<file path="src/rtl/vga_rom_pic_jump_top_if.sv">
// VGA connector bundle: sync pulses and RGB565 pixel data.
// The timing generator drives it as master; the board/monitor side is the slave.
interface vga_rom_pic_jump_top_if;
  logic        hsync;
  logic        vsync;
  logic [15:0] vga_rgb;

  modport master (output hsync, vsync, vga_rgb);
  modport slave  (input  hsync, vsync, vga_rgb);
endinterface

</file>
<file path="src/rtl/vga_rom_pic_jump_top.sv">
// VGA timing plus a ROM picture bouncing diagonally one pixel per frame; outputs are combinational from registers.
// The ROM is a synchronous one-clock-latency read returning {2'b10, addr}.

module vga_ctrl #(
  parameter int H_SYNC   = 96,
  parameter int H_BACK   = 40,
  parameter int H_LEFT   = 8,
  parameter int H_VALID  = 640,
  parameter int H_RIGHT  = 8,
  parameter int H_FRONT  = 8,
  parameter int H_TOTAL  = 800,
  parameter int V_SYNC   = 2,
  parameter int V_BACK   = 25,
  parameter int V_TOP    = 8,
  parameter int V_VALID  = 480,
  parameter int V_BOTTOM = 8,
  parameter int V_FRONT  = 2,
  parameter int V_TOTAL  = 525
) (
  input  logic        sys_clk,
  input  logic        sys_rst_n,
  input  logic [15:0] pix_data,
  output logic [9:0]  pix_x,
  output logic [9:0]  pix_y,
  output logic        hsync,
  output logic        vsync,
  output logic [15:0] vga_rgb
);
  localparam int H_SUM = H_SYNC + H_BACK + H_LEFT + H_VALID + H_RIGHT + H_FRONT;
  localparam int V_SUM = V_SYNC + V_BACK + V_TOP + V_VALID + V_BOTTOM + V_FRONT;
  localparam int HS0   = H_SYNC + H_BACK + H_LEFT;
  localparam int VS0   = V_SYNC + V_BACK + V_TOP;

  localparam logic [9:0] HT_M1 = 10'(H_TOTAL - 1);
  localparam logic [9:0] VT_M1 = 10'(V_TOTAL - 1);
  localparam logic [9:0] HSYNC = 10'(H_SYNC);
  localparam logic [9:0] VSYNC = 10'(V_SYNC);
  localparam logic [9:0] HA_LO = 10'(HS0);
  localparam logic [9:0] HA_HI = 10'(HS0 + H_VALID - 1);
  localparam logic [9:0] HR_LO = 10'(HS0 - 1);
  localparam logic [9:0] HR_HI = 10'(HS0 + H_VALID - 2);
  localparam logic [9:0] VA_LO = 10'(VS0);
  localparam logic [9:0] VA_HI = 10'(VS0 + V_VALID - 1);

  if (H_SUM != H_TOTAL) begin : g_h_chk
    $error("H_TOTAL does not equal the sum of the horizontal fields");
  end
  if (V_SUM != V_TOTAL) begin : g_v_chk
    $error("V_TOTAL does not equal the sum of the vertical fields");
  end

  logic [9:0] cnt_h;
  logic [9:0] cnt_v;
  logic       v_act;
  logic       rgb_valid;
  logic       pix_req;

  always_ff @(posedge sys_clk or posedge sys_rst_n) begin
    if (sys_rst_n) begin
      cnt_h <= '0;
      cnt_v <= '0;
    end else begin
      if (cnt_h == HT_M1) begin
        cnt_h <= '0;
        cnt_v <= (cnt_v == VT_M1) ? 10'd0 : cnt_v + 10'd1;
      end else begin
        cnt_h <= cnt_h + 10'd1;
      end
    end
  end

  assign hsync     = (cnt_h < HSYNC);
  assign vsync     = (cnt_v < VSYNC);
  assign v_act     = (cnt_v >= VA_LO) && (cnt_v <= VA_HI);
  assign rgb_valid = v_act && (cnt_h >= HA_LO) && (cnt_h <= HA_HI);
  // One clock ahead of rgb_valid so the ROM read lands on the visible cycle.
  assign pix_req   = v_act && (cnt_h >= HR_LO) && (cnt_h <= HR_HI);
  assign pix_x     = pix_req ? (cnt_h - HR_LO) : 10'h3FF;
  assign pix_y     = pix_req ? (cnt_v - VA_LO) : 10'h3FF;
  assign vga_rgb   = rgb_valid ? pix_data : 16'h0000;
endmodule

module vga_pic #(
  parameter int H_VALID  = 640,
  parameter int V_VALID  = 480,
  parameter int H_PIC    = 100,
  parameter int V_PIC    = 100,
  parameter int PIC_SIZE = 10000
) (
  input  logic        sys_clk,
  input  logic        sys_rst_n,
  input  logic [9:0]  pix_x,
  input  logic [9:0]  pix_y,
  output logic [15:0] pix_data
);
  localparam logic [9:0]  X_MAX     = 10'(H_VALID - H_PIC);
  localparam logic [9:0]  Y_MAX     = 10'(V_VALID - V_PIC);
  localparam logic [9:0]  X_END     = 10'(H_VALID - 1);
  localparam logic [9:0]  Y_END     = 10'(V_VALID - 1);
  localparam logic [9:0]  HP_M1     = 10'(H_PIC - 1);
  localparam logic [9:0]  VP_M1     = 10'(V_PIC - 1);
  localparam logic [13:0] ADDR_LAST = 14'(PIC_SIZE - 1);

  logic [9:0]  x_pos;
  logic [9:0]  y_pos;
  logic        dx;
  logic        dy;
  logic [13:0] rom_addr;
  logic        rd_en_d;
  logic [15:0] rom_q;
  logic        in_pic;
  logic        frame_end;
  logic [9:0]  nx;
  logic [9:0]  ny;

  assign in_pic = (pix_x >= x_pos) && (pix_x <= x_pos + HP_M1) &&
                  (pix_y >= y_pos) && (pix_y <= y_pos + VP_M1);
  assign frame_end = (pix_x == X_END) && (pix_y == Y_END);

  always_comb begin
    nx = dx ? x_pos - 10'd1 : x_pos + 10'd1;
    ny = dy ? y_pos - 10'd1 : y_pos + 10'd1;
  end

  always_ff @(posedge sys_clk or posedge sys_rst_n) begin
    if (sys_rst_n) begin
      x_pos    <= '0;
      y_pos    <= '0;
      dx       <= 1'b0;
      dy       <= 1'b0;
      rom_addr <= '0;
      rd_en_d  <= 1'b0;
    end else begin
      rd_en_d <= in_pic;
      if (frame_end)
        rom_addr <= '0;
      else if (in_pic)
        rom_addr <= (rom_addr == ADDR_LAST) ? 14'd0 : rom_addr + 14'd1;
      // Direction flips on the frame that lands on an edge, so the next frame moves away.
      if (frame_end) begin
        x_pos <= nx;
        y_pos <= ny;
        if (nx == X_MAX)      dx <= 1'b1;
        else if (nx == 10'd0) dx <= 1'b0;
        if (ny == Y_MAX)      dy <= 1'b1;
        else if (ny == 10'd0) dy <= 1'b0;
      end
    end
  end

  always_ff @(posedge sys_clk) rom_q <= {2'b10, rom_addr};

  assign pix_data = rd_en_d ? rom_q : 16'h0000;
endmodule

module vga_rom_pic_jump #(
  parameter int H_SYNC   = 96,
  parameter int H_BACK   = 40,
  parameter int H_LEFT   = 8,
  parameter int H_VALID  = 640,
  parameter int H_RIGHT  = 8,
  parameter int H_FRONT  = 8,
  parameter int H_TOTAL  = 800,
  parameter int V_SYNC   = 2,
  parameter int V_BACK   = 25,
  parameter int V_TOP    = 8,
  parameter int V_VALID  = 480,
  parameter int V_BOTTOM = 8,
  parameter int V_FRONT  = 2,
  parameter int V_TOTAL  = 525,
  parameter int H_PIC    = 100,
  parameter int V_PIC    = 100,
  parameter int PIC_SIZE = 10000
) (
  input  logic        sys_clk,
  input  logic        sys_rst_n,
  output logic        hsync,
  output logic        vsync,
  output logic [15:0] vga_rgb
);
  logic [9:0]  pix_x;
  logic [9:0]  pix_y;
  logic [15:0] pix_data;

  vga_ctrl #(
    .H_SYNC(H_SYNC), .H_BACK(H_BACK), .H_LEFT(H_LEFT), .H_VALID(H_VALID),
    .H_RIGHT(H_RIGHT), .H_FRONT(H_FRONT), .H_TOTAL(H_TOTAL),
    .V_SYNC(V_SYNC), .V_BACK(V_BACK), .V_TOP(V_TOP), .V_VALID(V_VALID),
    .V_BOTTOM(V_BOTTOM), .V_FRONT(V_FRONT), .V_TOTAL(V_TOTAL)
  ) vga_ctrl_inst (
    .sys_clk  (sys_clk),
    .sys_rst_n(sys_rst_n),
    .pix_data (pix_data),
    .pix_x    (pix_x),
    .pix_y    (pix_y),
    .hsync    (hsync),
    .vsync    (vsync),
    .vga_rgb  (vga_rgb)
  );

  vga_pic #(
    .H_VALID(H_VALID), .V_VALID(V_VALID),
    .H_PIC(H_PIC), .V_PIC(V_PIC), .PIC_SIZE(PIC_SIZE)
  ) vga_pic_inst (
    .sys_clk  (sys_clk),
    .sys_rst_n(sys_rst_n),
    .pix_x    (pix_x),
    .pix_y    (pix_y),
    .pix_data (pix_data)
  );
endmodule

module vga_rom_pic_jump_top #(
  parameter int H_SYNC   = 96,
  parameter int H_BACK   = 40,
  parameter int H_LEFT   = 8,
  parameter int H_VALID  = 640,
  parameter int H_RIGHT  = 8,
  parameter int H_FRONT  = 8,
  parameter int H_TOTAL  = 800,
  parameter int V_SYNC   = 2,
  parameter int V_BACK   = 25,
  parameter int V_TOP    = 8,
  parameter int V_VALID  = 480,
  parameter int V_BOTTOM = 8,
  parameter int V_FRONT  = 2,
  parameter int V_TOTAL  = 525,
  parameter int H_PIC    = 100,
  parameter int V_PIC    = 100,
  parameter int PIC_SIZE = 10000
) (
  input  logic                   sys_clk,
  input  logic                   sys_rst_n,
  vga_rom_pic_jump_top_if.master vga
);
  logic        hsync;
  logic        vsync;
  logic [15:0] vga_rgb;

  vga_rom_pic_jump #(
    .H_SYNC(H_SYNC), .H_BACK(H_BACK), .H_LEFT(H_LEFT), .H_VALID(H_VALID),
    .H_RIGHT(H_RIGHT), .H_FRONT(H_FRONT), .H_TOTAL(H_TOTAL),
    .V_SYNC(V_SYNC), .V_BACK(V_BACK), .V_TOP(V_TOP), .V_VALID(V_VALID),
    .V_BOTTOM(V_BOTTOM), .V_FRONT(V_FRONT), .V_TOTAL(V_TOTAL),
    .H_PIC(H_PIC), .V_PIC(V_PIC), .PIC_SIZE(PIC_SIZE)
  ) u_vga_rom_pic_jump (
    .sys_clk  (sys_clk),
    .sys_rst_n(sys_rst_n),
    .hsync    (hsync),
    .vsync    (vsync),
    .vga_rgb  (vga_rgb)
  );

  assign vga.hsync   = hsync;
  assign vga.vsync   = vsync;
  assign vga.vga_rgb = vga_rgb;
endmodule

</file>
<file path="src/flat_wrapper.sv">
// flat-port wrapper written by rule: the top's interface ports become plain ports
module vga_rom_pic_jump_top_flat 
#(
  parameter int H_SYNC   = 96,
  parameter int H_BACK   = 40,
  parameter int H_LEFT   = 8,
  parameter int H_VALID  = 640,
  parameter int H_RIGHT  = 8,
  parameter int H_FRONT  = 8,
  parameter int H_TOTAL  = 800,
  parameter int V_SYNC   = 2,
  parameter int V_BACK   = 25,
  parameter int V_TOP    = 8,
  parameter int V_VALID  = 480,
  parameter int V_BOTTOM = 8,
  parameter int V_FRONT  = 2,
  parameter int V_TOTAL  = 525,
  parameter int H_PIC    = 100,
  parameter int V_PIC    = 100,
  parameter int PIC_SIZE = 10000
)
  (sys_clk, sys_rst_n, vga_hsync, vga_vsync, vga_vga_rgb);
  vga_rom_pic_jump_top_if vga_i ();
  input  logic sys_clk;
  input  logic sys_rst_n;
  output wire logic [$bits(vga_i.hsync)-1:0] vga_hsync;
  output wire logic [$bits(vga_i.vsync)-1:0] vga_vsync;
  output wire logic [$bits(vga_i.vga_rgb)-1:0] vga_vga_rgb;
  assign vga_hsync = vga_i.hsync;
  assign vga_vsync = vga_i.vsync;
  assign vga_vga_rgb = vga_i.vga_rgb;
  vga_rom_pic_jump_top #(.H_SYNC(H_SYNC), .H_BACK(H_BACK), .H_LEFT(H_LEFT), .H_VALID(H_VALID), .H_RIGHT(H_RIGHT), .H_FRONT(H_FRONT), .H_TOTAL(H_TOTAL), .V_SYNC(V_SYNC), .V_BACK(V_BACK), .V_TOP(V_TOP), .V_VALID(V_VALID), .V_BOTTOM(V_BOTTOM), .V_FRONT(V_FRONT), .V_TOTAL(V_TOTAL), .H_PIC(H_PIC), .V_PIC(V_PIC), .PIC_SIZE(PIC_SIZE)) u_core (.sys_clk(sys_clk), .sys_rst_n(sys_rst_n), .vga(vga_i));
endmodule
</file>
<file path="config.mk">
export PLATFORM = sky130hd
export DESIGN_NAME = vga_rom_pic_jump_top_flat
export DESIGN_NICKNAME = d
export VERILOG_FILES = /design/src/rtl/vga_rom_pic_jump_top_if.sv /design/src/rtl/vga_rom_pic_jump_top.sv /design/src/flat_wrapper.sv
export SDC_FILE = /design/constraint.sdc
export NUM_CORES = 1
export LEC_CHECK = 0
export BUFFER_PORTS_ARGS = -buffer_cell sky130_fd_sc_hd__buf_2
export CELL_PAD_IN_SITES_DETAIL_PLACEMENT = 0
export CELL_PAD_IN_SITES_GLOBAL_PLACEMENT = 1
export CORE_MARGIN = 2
export CORE_UTILIZATION = 49
export DETAILED_ROUTE_END_ITERATION = 6
export PLACE_DENSITY = 0.84
export REMOVE_ABC_BUFFERS = 1
export SKIP_LAST_GASP = 1
export SLEW_MARGIN = 40
export SYNTH_ARGS = -nofsm -noshare
export SYNTH_HDL_FRONTEND = slang
export SYNTH_HIERARCHICAL = 1
export SYNTH_SLANG_ARGS = --single-unit
export TNS_END_PERCENT = 20
</file>
<file path="constraint.sdc">
create_clock -name sys_clk -period 4.65 [get_ports sys_clk]
set_input_delay 1.1625 -clock sys_clk [delete_from_list [all_inputs] [get_ports sys_clk]]
set_output_delay 1.1625 -clock sys_clk [all_outputs]
set_load 0.005 [all_outputs]
</file>
==> summary.md, run 1 <==
| Metric | Value |
|---|---|
| Site Rows | 39 |
| Setup CP Type | register to register |
| Most frequent CP cell | a221o_1 |
| Post-synth EDFFs | 0 |
| # IOs | 20 |
| P per Cell Area | just over 200 nW/µm² |
| Syn Area/Cell | around 8.7 µm² |
| Main synth FF type | dfrtp_1 |
| Global-route wire length before repair | ~23 mm |
| Routed length on met2 | roughly 6.3 mm |
| R2R Setup Slk | between 0.2 and 0.3 ns |
| Worst r2r src | u_core/u_vga_rom_pic_jump/vga_ctrl_inst/cnt_v[0]$_DFFE_PP0N_ |
| Initial core utilization | 0.505 |
| Final hold viol count | 0 |
| Post-CTS setup buffer count | 0 |
| Final WL | roughly 13 mm |
| DR top layer | met4 |
| M1 wire length | 6.68 mm |
| Die H | ~110 µm |
| Die Wd | around 110 µm |
| Max_cap viols | 0 |
| LEAKAGE | roughly 0.0027 µW |
| RSZ-0062 raised after global routing | false |
| Critical path peak fanout | 18 |
| Area grow syn2layout | 8.13% |
| Largest net degree at the start of global routing | 38 |
| Peak VDD IR | ~0.18 mV |
| Setup violations, final | 0 |
| Post-synthesis cell type count | 70 |
| Tot GR Track Use | 0.222 |
| Number of port buffers | 18 |
| Filler cell count | ~1000 |
| Final Wtd Congestion | 0.868 |
| Power, Total | 1300 µW |
| H-tree depth | 3 |
| Final Cycle Share | 0.940 |
| Netlist Area Pre-Place | ~5800 µm² |
| Synth warn | 6 |
| Vias/cell | 5.91 |
| Number of diodes | 0 |
| Hold slack | roughly 0.44 ns |
| Post-DP HPWL | 10.2 mm |
| Fmax | roughly 0.23 GHz |
| Startpoint Class | register |
| Outcome | complete, but fails checks |
| Nets | roughly 740 |
| HP Class | register to register |
| Clk_lat worst skew | about 0.35 ns |
| Crit. Startpoint | u_core/u_vga_rom_pic_jump/vga_ctrl_inst/cnt_v[0]$_DFFE_PP0N_ |
| # hold bufs at CTS | 0 |
| Hold endpoint | u_core/u_vga_rom_pic_jump/vga_pic_inst/rom_q[10]$_DFF_P_ |
| Largest stage delay, worst path | 0.49 ns |
| Cells on Worst Hold Path | 0 |
| Min cycle time layout | between 4 and 5 ns |
| Violated checks | DRC |
| Vias in the first global route | 4655 |
| Crit-path cells | ha_1, o41a_1, o21bai_1, nand2_1, buf_4, nand3_1, ha_1, a21o_1, a221o_1, a221o_1, a221o_1, or4_1, a21oi_1 |
| Crit path DAT | between 4 and 5 ns |
| Post-cts resize count | 0 |
| Initial antenna violation count | 0 |
| Flops & latches, synth | 71 |
| Num CTS Buffers | 9 |
| Register Area | 1710 µm² |
| Synth Instances | ~670 |
| Critical Path RT | between 4 and 5 ns |
| Sequential area share after synthesis | 0.293 |
| Via count | ~4900 |
| Max Clock Skew | approximately 0.011 ns |
| Clock buffer depth | 2 |
| Share of layout cells above drive strength 1 | 0.0882 |
| TNS Setup | 0 ns |
| Metal3 WL | between 300 and 400 µm |
| Clk sinks | 71 |
| Root buffer cell | clkbuf_16 |
| Top delay family on crit path | compound AO/OA/AOI/OAI gates |
| Core box area | 11500 µm² |
| Slowest stage cell, crit path | or4_1 |
| Slew headroom | 0.531 |
| WP buf/inv | 1 |
| CTS tree | built |
| Wirelength per Cell | between 15 and 20 µm |
| Share of synthesized registers carrying an async set or reset | 0.803 |
| Clock slew at reported path FFs | about 0.070 ns |
| Die area | 12800 µm² |
| Gr ovfl total | 0 |
| Worst slew pin tran | between 0.6 and 0.7 ns |
| Pins Over Slew Limit | 0 |
| Multi-input gate area | 3830 µm² |
| Final ANT Viol Nets | 0 |
| Drt initial violations | approximately 290 |
| Reg2reg path depth | 13 |
| Router iterations before antenna repair | 6 |
| Worst Setup End Kind | register |
| DR DRC count | 4 |
worst max-delay path by stage:
| stage | to | slack [ns] | cells after the start |
|---|---|---|---|
| after global routing | register | 0.02 | 13 |
| final | register | 0.28 | 13 |
| after global placement | register | 0.52 | 13 |
| after CTS | register | 0.43 | 13 |
| after detailed placement | register | 0.45 | 13 |
| after floorplan | register | 0.09 | 13 |
routing by layer:
metal	vias up	GRT usage
met2	78	0.353
li1	2458	-
met1	2311	0.315
met4	0	0.0813
met3	17	0.0236
met5	-	0
registers in the layout, indices dropped and copies added (netlist names):
register / cells
u_core/u_vga_rom_pic_jump/vga_pic_inst/rom_addr: 14
u_core/u_vga_rom_pic_jump/vga_pic_inst/rom_q: 14
u_core/u_vga_rom_pic_jump/vga_ctrl_inst/cnt_h: 10
u_core/u_vga_rom_pic_jump/vga_ctrl_inst/cnt_v: 10
u_core/u_vga_rom_pic_jump/vga_pic_inst/x_pos: 10
u_core/u_vga_rom_pic_jump/vga_pic_inst/y_pos: 10
u_core/u_vga_rom_pic_jump/vga_pic_inst/dx: 1
u_core/u_vga_rom_pic_jump/vga_pic_inst/dy: 1
u_core/u_vga_rom_pic_jump/vga_pic_inst/rd_en_d: 1
cell usage after synthesis, drive strengths merged (4+ instances only):
| library cell | number | area share |
|---|---|---|
| o211ai | 6 | 0.0077 |
| clkbuf | 10 | 0.0065 |
| or4 | 4 | 0.0052 |
| inv | 37 | 0.024 |
| nand3 | 32 | 0.028 |
| o2111ai | 8 | 0.012 |
| nor3 | 18 | 0.015 |
| buf | 18 | 0.020 |
| xnor2 | 32 | 0.048 |
| nand2b | 5 | 0.0054 |
| a21oi | 26 | 0.023 |
| and4 | 7 | 0.011 |
| and3 | 15 | 0.016 |
| nor2 | 28 | 0.019 |
| dfxtp | 14 | 0.048 |
| dfrtp | 57 | 0.25 |
| nand4 | 13 | 0.014 |
| and2 | 34 | 0.037 |
| nor4 | 7 | 0.011 |
| a211oi | 4 | 0.0060 |
| o31ai | 8 | 0.010 |
| ha | 65 | 0.14 |
| nand4b | 7 | 0.011 |
| a2111oi | 4 | 0.0060 |
| nand2 | 56 | 0.036 |
| xor2 | 15 | 0.023 |
| o21a | 9 | 0.012 |
| a31o | 5 | 0.0075 |
| a21o | 20 | 0.026 |
| nor3b | 4 | 0.0052 |
| o21ai | 42 | 0.036 |
| or3 | 6 | 0.0073 |
metrics by stage:
stage | instance area (µm²) | utilization | setup slack (ns) | instances
2_1_floorplan | 5660 | - | 0.0927 | 638
3_3_place_gp | 5990 | 0.520 | 0.519 | 807
3_5_place_dp | 5990 | 0.520 | 0.448 | 807
4_1_cts | 6280 | 0.545 | 0.426 | 823
5_1_grt | 6290 | 0.546 | 0.0221 | 823
6_report | 6290 | 0.546 | 0.279 | 823
cell families after synthesis:
logic type	after synthesis	synth area share
multiplexers	3	0.00516
AO/OA/AOI/OAI	163	0.192
AND/OR/NAND/NOR	249	0.241
other	1	0.000645
buffers and inverters	65	0.0506
flip-flops	71	0.293
adder cells (fa/ha/maj)	67	0.147
XOR/XNOR	47	0.0708
final cells by class:
type / instances / share of cell area
multi-input combinational: 530 / 0.609
sequential: 71 / 0.271
clock buffer: 9 / 0.0358
tap: 143 / 0.0285
timing repair buffer: 26 / 0.0239
inverter: 37 / 0.0221
clock inverter: 7 / 0.00975
worst register-to-register path: stages (launching register included):
cell	delay [ns]
dfrtp_1	0.48
ha_1	0.33
o41a_1	0.44
o21bai_1	0.30
nand2_1	0.13
buf_4	0.21
nand3_1	0.16
ha_1	0.27
a21o_1	0.16
a221o_1	0.34
a221o_1	0.40
a221o_1	0.44
or4_1	0.49
a21oi_1	0.15
report_power, final:
part / switching (µW) / internal, µW
clock: 299 / 371
sequential: 0 / 616
combinational: 10.2 / 1.02
total: 309 / 988
placed cells by master (no fill, tap or decap), types with 4 or more instances in the layout:
cell	instances
ha_1	65
dfrtp_1	57
nand2_1	56
o21ai_0	40
inv_1	36
and2_1	34
nand3_1	32
xnor2_1	32
nor2_1	27
a21oi_1	25
a21o_1	20
buf_2	18
nor3_1	17
and3_1	15
xor2_1	15
dfxtp_1	14
nand4_1	13
clkbuf_16	9
o21a_1	9
o31ai_1	8
o2111ai_1	8
buf_4	8
and4_1	7
nand4b_1	7
o211ai_1	6
or3_1	5
nor4_1	5
nand2b_1	5
a31o_2	5
a2111oi_0	4
nor3b_1	4
or4_1	4
(Power assumes the default switching activity.)
==> inputs of run 2 (changes only) <==
SETUP_SLACK_MARGIN = 0.3   (was default)
==> run 2 against run 1 <==
The run still ends with DRC left. Critical path type unchanged. Final area grew 0.40%. Wire length grew 0.19%. Largest cell class unchanged. Sequential power is essentially flat. Highest routed layer unchanged.
==> summary.md, run 2 (synthesis results as in run 1) <==
| Metric | Value |
|---|---|
| Initial antenna violation count | 0 |
| Cells after DPL | approximately 810 |
| Cells on Worst Hold Path | 0 |
| Crit-path cells | ha_2, o41a_1, o21bai_2, nand2_1, buf_4, nand3_1, ha_1, a21o_1, a221o_1, a221o_1, a221o_2, or4_1, a21oi_1 |
| Clk_lat worst skew | roughly 0.35 ns |
| Fmax | 0.244 GHz |
| HP Class | register to register |
| Clock buffer depth | 2 |
| Pins Over Slew Limit | 0 |
| Final hold viol count | 0 |
| Final Cycle Share | 0.882 |
| Die Wd | ~110 µm |
| Area grow syn2layout | 8.56% |
| Fin cells | between 800 and 900 |
| Post-DP HPWL | ~10 mm |
| Crit path DAT | about 4.4 ns |
| Clk sinks | 71 |
| LEAKAGE | between 0.002 and 0.003 µW |
| Wirelength per Cell | ~16 µm |
| Peak VDD IR | ~0.19 mV |
| R2R Setup Slk | about 0.55 ns |
| Max_cap viols | 0 |
| Root buffer cell | clkbuf_16 |
| Setup violations, final | 0 |
| Filler cell count | around 1000 |
| Largest net degree at the start of global routing | 38 |
| Most common cell after layout, fill and taps aside | ha_1 |
| Reg2reg path depth | 13 |
| Hold endpoint | u_core/u_vga_rom_pic_jump/vga_pic_inst/rom_q[13]$_DFF_P_ |
| Top delay family on crit path | compound AO/OA/AOI/OAI gates |
| Worst r2r src | u_core/u_vga_rom_pic_jump/vga_ctrl_inst/cnt_v[0]$_DFFE_PP0N_ |
| Nets | 745 |
| Share of layout cells above drive strength 1 | 0.0969 |
| # hold bufs at CTS | 0 |
| Number of port buffers | 18 |
| Startpoint Class | register |
| TNS Setup | 0 ns |
| Global-route wire length before repair | about 23 mm |
| Vias/cell | 5.89 |
| Most frequent cells in the layout | 64 x ha_1, 56 x nand2_1, 55 x dfrtp_1 |
| Worst Setup End Kind | register |
| CTS tree | built |
| Stages on the worst setup path | 13 |
| Worst slew pin tran | ~0.7 ns |
| Largest stage delay, worst path | approximately 0.48 ns |
| Final ANT Viol Nets | 0 |
| RSZ-0062 raised after global routing | false |
| Clock slew at reported path FFs | 0.07 ns |
| Max Clock Skew | around 0.011 ns |
| # IOs | 20 |
| Die area | approximately 13000 µm² |
| DR DRC count | 4 |
| Min cycle time layout | around 4 ns |
| Critical Path RT | between 4 and 5 ns |
| Site Rows | 39 |
| H-tree depth | 3 |
| Outcome | complete, but fails checks |
| Tot GR Track Use | 0.222 |
| P per Cell Area | approximately 210 nW/µm² |
| Most frequent CP cell | a221o_1 |
| Router iterations before antenna repair | 6 |
| Critical path peak fanout | 18 |
| Slowest stage cell, crit path | or4_1 |
| Final WL | 13.5 mm |
| Largest regs | u_core/u_vga_rom_pic_jump/vga_pic_inst/rom_addr (14), u_core/u_vga_rom_pic_jump/vga_pic_inst/rom_q (14) |
| Die H | ~110 µm |
| Violated checks | DRC |
| Core box area | between 10000 and 15000 µm² |
| Num CTS Buffers | 9 |
| Initial core utilization | 0.505 |
| Via count | slightly below 5000 |
| Number of diodes | 0 |
| Setup CP Type | register to register |
| Vias in the first global route | 4655 |
| Final Wtd Congestion | 0.868 |
| Slew headroom | 0.521 |
| Gr ovfl total | 0 |
| WP buf/inv | 1 |
| Drt initial violations | 250 |
-- run 2: how the worst max path moves through the flow --
stage / startpoint / endpoint / slack [ns]
finish: u_core/u_vga_rom_pic_jump/vga_ctrl_inst/cnt_v[0]$_DFFE_PP0N_ / register / 0.55
global route: u_core/u_vga_rom_pic_jump/vga_ctrl_inst/cnt_v[7]$_DFFE_PP0N_ / register / 0.31
CTS: u_core/u_vga_rom_pic_jump/vga_ctrl_inst/cnt_v[0]$_DFFE_PP0N_ / register / 0.43
detailed placement: u_core/u_vga_rom_pic_jump/vga_ctrl_inst/cnt_v[0]$_DFFE_PP0N_ / register / 0.45
global placement: u_core/u_vga_rom_pic_jump/vga_ctrl_inst/cnt_v[0]$_DFFE_PP0N_ / register / 0.52
floorplan: u_core/u_vga_rom_pic_jump/vga_ctrl_inst/cnt_v[0]$_DFFE_PP0N_ / register / 0.09
-- run 2: cell type report --
cell class / count / area, µm² / share of cell area
multi-input cells: 530 / 3840 / 0.609
flip-flops and latches: 71 / 1710 / 0.271
clock buffers: 9 / 225 / 0.0357
well taps: 143 / 179 / 0.0283
repair buffers: 27 / 158 / 0.0250
inverters: 37 / 139 / 0.0220
clock inverters: 7 / 61.3 / 0.00971
-- run 2: through the flow --
step	util	total power, µW	setup slack (ns)	hold WS [ns]	cell area [µm²]
finish	0.548	1300	0.550	0.437	6310
CTS	0.545	1310	0.426	0.432	6280
global placement	0.520	640	0.519	0.419	5990
global route	0.548	1330	0.310	0.448	6310
floorplan	-	635	0.0927	0.372	5660
detailed placement	0.520	640	0.448	0.416	5990
-- run 2: report_power, final --
| group | switching [µW] | internal, µW | leakage, µW |
|---|---|---|---|
| clock network | 300 | 371 | 0.000135 |
| logic | 10.2 | 1.02 | 0.00172 |
| registers | 0 | 616 | 0.000893 |
-- run 2: routing by layer --
metal / share of wire / vias to the layer above / global-route usage
met4: 0.018 / 0 / 0.0813
met3: 0.019 / 15 / 0.0236
met1: 0.49 / 2306 / 0.315
li1: - / 2459 / -
met2: 0.47 / 71 / 0.353
met5: 0 / - / 0
-- run 2: repair_timing --
action,4_1_cts,5_1_grt
setup buffers,0,1
setup endpoints to repair,0,15
resized for setup,0,6
-- run 2: worst reg2reg max path, cell delays in order (launching register included) --
cell	delay, ns
dfrtp_2	0.47
ha_2	0.25
o41a_1	0.43
o21bai_2	0.17
nand2_1	0.09
buf_4	0.21
nand3_1	0.16
ha_1	0.27
a21o_1	0.16
a221o_1	0.34
a221o_1	0.40
a221o_2	0.44
or4_1	0.48
a21oi_1	0.15
